===== config.mk =====
export PLATFORM = sky130hd
export DESIGN_NAME = alu_op_scheduler
export DESIGN_NICKNAME = d
export VERILOG_FILES = /design/src/rtl/alu_ctrl_pkg.sv /design/src/rtl/alu_rr_arbiter.sv /design/src/rtl/alu_op_scheduler.sv
export SDC_FILE = /design/constraint.sdc
export NUM_CORES = 1
export LEC_CHECK = 0
export ABC_AREA = 1
export CAP_MARGIN = 10
export CELL_PAD_IN_SITES_DETAIL_PLACEMENT = 0
export CELL_PAD_IN_SITES_GLOBAL_PLACEMENT = 1
export CORE_UTILIZATION = 34
export CTS_CLUSTER_SIZE = 25
export DETAILED_ROUTE_END_ITERATION = 6
export PLACE_DENSITY_LB_ADDON = 0.2
export SYNTH_ARGS = -nofsm -noshare
export SYNTH_HDL_FRONTEND = slang
export SYNTH_SLANG_ARGS = --single-unit

===== constraint.sdc =====
create_clock -name clk -period 2.6 [get_ports clk]
set_input_delay 0.52 -clock clk [delete_from_list [all_inputs] [get_ports clk]]
set_output_delay 0.52 -clock clk [all_outputs]
set_load 0.02 [all_outputs]

===== src/rtl/alu_ctrl_pkg.sv =====
`default_nettype none
// ============================================================================
// Module   : alu_ctrl_pkg
// Brief    : Opcodes, FSM encoding and result mapping for alu_op_scheduler.
// Revision : 1.0 - initial release
// ============================================================================
package alu_ctrl_pkg;

    localparam logic [1:0] OP_ADD = 2'd0;
    localparam logic [1:0] OP_SUB = 2'd1;
    localparam logic [1:0] OP_CMP = 2'd2;
    localparam logic [1:0] OP_AND = 2'd3;

    typedef enum logic [1:0] {
        ST_IDLE = 2'd0,
        ST_EXEC = 2'd1,
        ST_RESP = 2'd2
    } state_t;

    typedef struct packed {
        logic [4:0] data;
        logic [2:0] flags;
    } rsp_t;

    // Selects which external ALU output becomes the response for an opcode.
    function automatic rsp_t map_result(
        input logic [1:0] op,
        input logic [4:0] sum,
        input logic       gt,
        input logic       eq,
        input logic       lt,
        input logic [3:0] and_v
    );
        rsp_t r;
        r.data  = 5'd0;
        r.flags = 3'd0;
        case (op)
            OP_ADD, OP_SUB: r.data  = sum;
            OP_CMP:         r.flags = {gt, eq, lt};
            default:        r.data  = {1'b0, and_v};
        endcase
        return r;
    endfunction

endpackage : alu_ctrl_pkg
`default_nettype wire


===== src/rtl/alu_rr_arbiter.sv =====
`default_nettype none
// ============================================================================
// Module   : alu_rr_arbiter
// Brief    : Two-requester round-robin arbiter, one-hot grant, pointer moves
//            only on the update strobe.
// Revision : 1.0 - initial release
// ============================================================================
module alu_rr_arbiter (
    input  logic       clk,
    input  logic       rst_n,
    input  logic [1:0] valid,
    input  logic       update,
    output logic [1:0] grant
);

    // High when requester 1 wins a tie.
    logic r_prio1;

    assign grant[0] = valid[0] & (~valid[1] | ~r_prio1);
    assign grant[1] = valid[1] & (~valid[0] |  r_prio1);

    always_ff @(posedge clk or negedge rst_n) begin
        if (!rst_n) begin
            r_prio1 <= 1'b0;
        end else if (update) begin
            r_prio1 <= grant[0];
        end
    end

endmodule : alu_rr_arbiter
`default_nettype wire


===== src/rtl/alu_op_scheduler.sv =====
`default_nettype none
// ============================================================================
// Module   : alu_op_scheduler
// Brief    : Arbitrates two requesters onto an external ALU, holds operands for
//            SETTLE_CYCLES cycles, then returns the captured result.
// Revision : 1.0 - initial release
// ============================================================================
module alu_op_scheduler #(
    parameter int SETTLE_CYCLES = 1
) (
    input  logic       clk,
    input  logic       rst_n,
    input  logic       req0_valid,
    output logic       req0_ready,
    input  logic [1:0] req0_op,
    input  logic [3:0] req0_a,
    input  logic [3:0] req0_b,
    input  logic       req1_valid,
    output logic       req1_ready,
    input  logic [1:0] req1_op,
    input  logic [3:0] req1_a,
    input  logic [3:0] req1_b,
    output logic       alu_s0,
    output logic       alu_s1,
    output logic [3:0] alu_a,
    output logic [3:0] alu_b,
    input  logic [4:0] alu_sum,
    input  logic       alu_eq,
    input  logic       alu_gt,
    input  logic       alu_lt,
    input  logic [3:0] alu_and,
    output logic       rsp_valid,
    input  logic       rsp_ready,
    output logic       rsp_id,
    output logic [4:0] rsp_data,
    output logic [2:0] rsp_flags
);

    import alu_ctrl_pkg::*;

    localparam logic [3:0] c_settle_load = 4'(SETTLE_CYCLES - 1);

    state_t     r_state;
    logic [3:0] r_cnt;
    logic [1:0] r_op;
    logic       r_id;

    logic [1:0] w_valid;
    logic [1:0] w_grant;
    logic [1:0] w_ready;
    logic       w_accept;
    logic       w_sel_id;
    logic [1:0] w_sel_op;
    logic [3:0] w_sel_a;
    logic [3:0] w_sel_b;
    rsp_t       w_result;

    assign w_valid = {req1_valid, req0_valid};

    alu_rr_arbiter u_arb (
        .clk    (clk),
        .rst_n  (rst_n),
        .valid  (w_valid),
        .update (w_accept),
        .grant  (w_grant)
    );

    // Readies are gated by rst_n so they drop the instant reset asserts.
    assign w_ready    = w_grant & {2{(r_state == ST_IDLE) & rst_n}};
    assign req0_ready = w_ready[0];
    assign req1_ready = w_ready[1];
    assign w_accept   = |(w_ready & w_valid);

    assign w_sel_id = w_grant[1];
    assign w_sel_op = w_sel_id ? req1_op : req0_op;
    assign w_sel_a  = w_sel_id ? req1_a  : req0_a;
    assign w_sel_b  = w_sel_id ? req1_b  : req0_b;

    assign w_result = map_result(r_op, alu_sum, alu_gt, alu_eq, alu_lt, alu_and);

    always_ff @(posedge clk or negedge rst_n) begin
        if (!rst_n) begin
            r_state   <= ST_IDLE;
            r_cnt     <= 4'd0;
            r_op      <= 2'd0;
            r_id      <= 1'b0;
            alu_s0    <= 1'b0;
            alu_s1    <= 1'b0;
            alu_a     <= 4'd0;
            alu_b     <= 4'd0;
            rsp_valid <= 1'b0;
            rsp_id    <= 1'b0;
            rsp_data  <= 5'd0;
            rsp_flags <= 3'd0;
        end else begin
            case (r_state)
                ST_IDLE: begin
                    if (w_accept) begin
                        r_op    <= w_sel_op;
                        r_id    <= w_sel_id;
                        alu_s1  <= w_sel_op[1];
                        alu_s0  <= w_sel_op[0];
                        alu_a   <= w_sel_a;
                        alu_b   <= w_sel_b;
                        r_cnt   <= c_settle_load;
                        r_state <= ST_EXEC;
                    end
                end
                ST_EXEC: begin
                    if (r_cnt == 4'd0) begin
                        rsp_valid <= 1'b1;
                        rsp_id    <= r_id;
                        rsp_data  <= w_result.data;
                        rsp_flags <= w_result.flags;
                        alu_s0    <= 1'b0;
                        alu_s1    <= 1'b0;
                        alu_a     <= 4'd0;
                        alu_b     <= 4'd0;
                        r_state   <= ST_RESP;
                    end else begin
                        r_cnt <= r_cnt - 4'd1;
                    end
                end
                ST_RESP: begin
                    if (rsp_ready) begin
                        rsp_valid <= 1'b0;
                        r_state   <= ST_IDLE;
                    end
                end
                default: begin
                    r_state <= ST_IDLE;
                end
            endcase
        end
    end

endmodule : alu_op_scheduler
`default_nettype wire


After elaboration in Yosys (flattened, before gate mapping)
Cells that the tools add are included.
- register bits: 30
- output and inout bits: 22
- logic and storage cells: 70
- multiplexer cells: 25
- add/subtract/negate cells: 1
- bitwise logic cells: 10
- equality and inequality tests: 8
- reduce and logical (&&, ||, !) cells: 13
- operator list (kind ; count):
    2-to-1 mux 4 bit ; 7
    one-hot mux 4 bit (2 select lines) ; 3
    AND reduction 3 bit ; 4
    one-hot mux 5 bit (2 select lines) ; 1
    2-to-1 mux 2 bit ; 4
    inequality test 2 bit, second input constant ; 3
    one-hot mux 1 bit (2 select lines) ; 3
    one-hot mux 2 bit (3 select lines) ; 1
    2-to-1 mux 1 bit ; 5
    bitwise AND 2 bit ; 2
    equality test 2 x 1 -> 1 bit, second input constant ; 2
    equality test 2 bit, second input constant ; 2
    zero test 2 bit ; 2
    zero test 4 bit ; 1
    AND reduction 2 bit ; 2
    nonzero test 2 bit ; 2
    OR reduction 2 bit ; 2
    subtractor 4 x 1 -> 4 bit, second input constant ; 1
    bitwise AND 1 bit ; 3
    2-to-1 mux 3 bit ; 1
    inverter 1 bit ; 3
    inequality test 2 x 1 -> 1 bit, second input constant ; 1
    bitwise OR 1 bit ; 2

Longest topological paths before layout
- depth after elaboration: 8
- mapped depth: 8

Cells and area by module
Synthesis repeated with hierarchy kept, for this count alone.
- cell total of the unflattened synthesis: 202
- area, all modules: 1635.3 um^2
- by module, submodules not included (module ; area an instance (um^2) ; cells an instance ; times used):
    alu_op_scheduler ; 1574.0 ; 192 ; 1
    alu_rr_arbiter ; 61.3 ; 10 ; 1

Least setup slack after synthesis
OpenSTA, ideal clock, no wires.
- path kind: input to output
- from: in req1_valid
- to: out req0_ready
- cell stages on the path: 3
- path slack: 1.166 ns
- required time: 2.080 ns
- arrival time: 0.914 ns
- cells stage by stage: nand2_1 nand2_1 nor2_4
- longest elaborated chain between the ends: 4
- RTL lines (what ; line ; text):
    start: declaration ; alu_op_scheduler.sv:18 ; input logic req1_valid,
    inverter 1 bit ; alu_rr_arbiter.sv:19 ; assign grant[0] = valid[0] & (~valid[1] | ~r_prio1);
    bitwise OR 1 bit ; alu_rr_arbiter.sv:19 ;
    bitwise AND 1 bit ; alu_rr_arbiter.sv:19 ;
    bitwise AND 2 bit ; alu_op_scheduler.sv:69 ; assign w_ready = w_grant & {2{(r_state == ST_IDLE) & rst_n}};
    end: declaration ; alu_op_scheduler.sv:14 ; output logic req0_ready,
No other way between the ends.

Final worst setup path
Ends and elaborated chain as after synthesis.

==> summary.md <==
### Worst setup path
* primary input to output port — Crit Path Category
* r_cnt[0]$_DFFE_PN0P_ — RR Startpoint
* 3 — largest fanout of any net on the critical path
* primary input — Setup crit start kind
* 1.97 ns — Data arrival, critical path
* output port — critical path capture point type
* req1_valid — worst setup path startpoint
* 2.08 ns — Data required, critical path

### Floorplan
* 71.3 um — Horiz. Die Dim
* 59 — boundary pin count
* 5080 um2 — Die ar.
* 71.3 um — die span in y
* 4470 um2 — core outline area
* 36.5% — effective utilization at floorplan
* 24 — cell row count

### STA
* 0.447 ns — slew at the pin closest to its max-slew limit
* 0.00437 ns — Clock Skews
* 0 — Pins Over Slew Limit
* 0 ns — setup total negative slack
* 0 — final hold viol count
* 402 MHz — maximum clock frequency
* 2.49 ns — fin crit period
* 0.482 ns — final-layout worst hold slack
* false — setup repair after global routing missed its margin
* 0 — setup-violating endpoint count in the final report
* 70.1% — Relative slew margins
* 95.6% — fraction of the cycle the final worst path needs

### Yosys
* sky130_fd_sc_hd__dfrtp_1 — cell type with the largest total area after synthesis
* sky130_fd_sc_hd__dfrtp_1 — primary flip-flop cell chosen by synthesis mapping
* 30 — number of synthesized register bits
* sky130_fd_sc_hd__nand2_1, sky130_fd_sc_hd__dfrtp_1, sky130_fd_sc_hd__nor2_1, sky130_fd_sc_hd__inv_1, sky130_fd_sc_hd__nand3_1 — commonest cells in the netlist
* 22 — post-synthesis cell type count
* sky130_fd_sc_hd__dfrtp_1, sky130_fd_sc_hd__nand2_1, sky130_fd_sc_hd__nand3_2 — top cells by area in the synthesized netlist
* 46.0% — Synth top area share
* 1630 um2 — area of the mapped netlist
* 0 — EDFF count, synth
* 252 — number of nets produced by synthesis
* 46.0% — part of the Yosys area used for sequential elements
* 7.66 um2 — synthesized area per cell
* 100% — Synth async-reset ratio
* sky130_fd_sc_hd__nand2_1 — leading cell type by number of instances after synthesis
* 213 — number of instances in the synthesized netlist
* 0 — number of synthesis warnings

### GRT
* 0 — GRT Residual Overflow
* 1400 — via count of the first global-routing pass
* 6490 um — first-pass GRT wire length
* 16.6% — aggregate global-route resource usage
* 32 — maximum number of pins on one net before global-route repair
* 0 — initial antenna violation count

### Route
* 1521 — via count of the routed design
* 3830 um — drt total wl
* 6 — detailed-route DRC error count
* 11.6 um — post-detailed-route wirelength per cell
* 6 — number of detailed-routing iterations run before antenna repair
* 4.62 — Via-to-Cell Ratio
* 0 — Antenna Nets Post-Route
* 62 — DRC marker count from the first detailed-route iteration

### Placed design
* 58 — # port buffers
* 2780 um — Detail Placement HPWL
* 0.823 — routability-driven placement congestion ratio

### Min path
* rsp_data[0]$_DFFE_PN0P_ — startpoint of the most critical hold path
* register to register — worst min-delay path class

### Clock tree
* 0 — buffers inserted by post-CTS timing repair
* sky130_fd_sc_hd__clkbuf_8 — Clk Tree Root Cell
* 2 — Longest Clk Path Bufs
* 0 — Post-CTS Hold Fix Bufs
* 0.28 ns — later-pin clock latency in the skew report
* 30 — clk sinks
* 0.06 ns — CTS clock-pin slew for the worst setup and hold paths
* 0 — post-cts sizing count
* 5 — clock buffers created by TritonCTS
* 2 — H-tree depth reported by CTS
* built — clock tree from TritonCTS

### Outcome
* design-rule violations — failing checks
* finished, violations left — outcome

### Power and ir drop
* 1060 nW/um2 — Pwr per Cell Area
* 1.21 nW — leakage
* 0.437 mV — worst supply voltage drop on vdd

### Cells and area
* 10.8% — share of cells above drive strength 1
* 315 — count of nets after finishing
* 45.5% — area growth from synthesis to layout
* 0 — diode insertion count for antenna repair

### Flow run
* 0 — reported max-cap violation count

## critical path: stages
cell,delay (ns)
sky130_fd_sc_hd__clkdlybuf4s50_1,0.44
sky130_fd_sc_hd__nand2_1,0.13
sky130_fd_sc_hd__nand2_1,0.10
sky130_fd_sc_hd__nor2_4,0.15
sky130_fd_sc_hd__clkdlybuf4s50_1,0.62
## final timing paths
path / endpoint / slack, ns / cells after the start
setup reg to reg: alu_b[3]$_DFFE_PN0P_ / 1.02 / 6
hold / removal: rsp_data[0]$_DFFE_PN0P_ / 0.48 / 2
setup / recovery: req0_ready / 0.11 / 5
hold reg to reg: rsp_data[0]$_DFFE_PN0P_ / 0.48 / 2
max in group asynchronous: rsp_id$_DFFE_PN0P_ / 1.52 / 2
min in group asynchronous: r_state[0]$_DFFE_PN0P_ / 0.79 / 2
## cell families (layout without fill, tap and decap cells)
kind of cell	count (synthesis)	count (layout)	share of synthesized area [%]
buffers and inverters	25	89	6.82
DFF	30	30	46.0
and+or+nand+nor	145	145	42.0
adders and majority gates	2	2	1.53
xor gates and xnor gates	1	1	0.537
AOI/OAI and AO/OA	10	10	3.07
## power by group
group / switching [W] / internal [W] / leakage (nW)
combinational: 0.000748 / 0.000536 / 0.771
sequential: 0.000132 / 0.000663 / 0.378
clock: 0.000179 / 0.000267 / 0.0575
## layer usage
layer	vias up	GRT usage, %	part of all wire [%]	wire [um]
li1	783	-	-	-
met1	680	23.9	49	1890
met2	54	24.0	42	1610
met3	4	3.66	6.9	265
met4	0	7.33	1.6	60
met5	-	0	0	0
## final cells by class
cell class,instances,area [um2]
fill,458,2100
multi-input combinational,158,769
sequential,30,751
timing repair buffer,61,603
clock buffer,8,110
inverter,20,75.1
tap,52,65.1
## stage by stage
step | setup WS (ns) | instances | util, % | power [W] | area, um2
2_1_floorplan | 1.17 | 213 | - | 0.00163 | 1630
3_3_place_gp | 0.108 | 321 | 50.6 | 0.00210 | 2260
3_5_place_dp | 0.114 | 321 | 50.6 | 0.00211 | 2260
4_1_cts | 0.107 | 329 | 53.0 | 0.00256 | 2370
5_1_grt | 0.0473 | 329 | 53.0 | 0.00273 | 2370
6_report | 0.113 | 329 | 53.0 | 0.00253 | 2370
## sequential cells by signal, indices dropped and copies added, names as in the netlist, 2 cells and up
name,cells
r_state,2
rsp_flags,3
rsp_data,5
alu_b,4
r_op,2
alu_a,4
r_cnt,4
## layout by cell type (no fill, tap or decap), drive strengths merged, types with 2 or more instances in the layout
master,synthesis,final
dfrtp,30,30
nor2,25,25
nand3,27,27
clkbuf,1,8
o21ai,10,10
ha,2,2
buf,4,3
inv,19,19
nand2,91,91
clkdlybuf4s50,0,58
No activity file was read; power rests on OpenSTA's default activity.
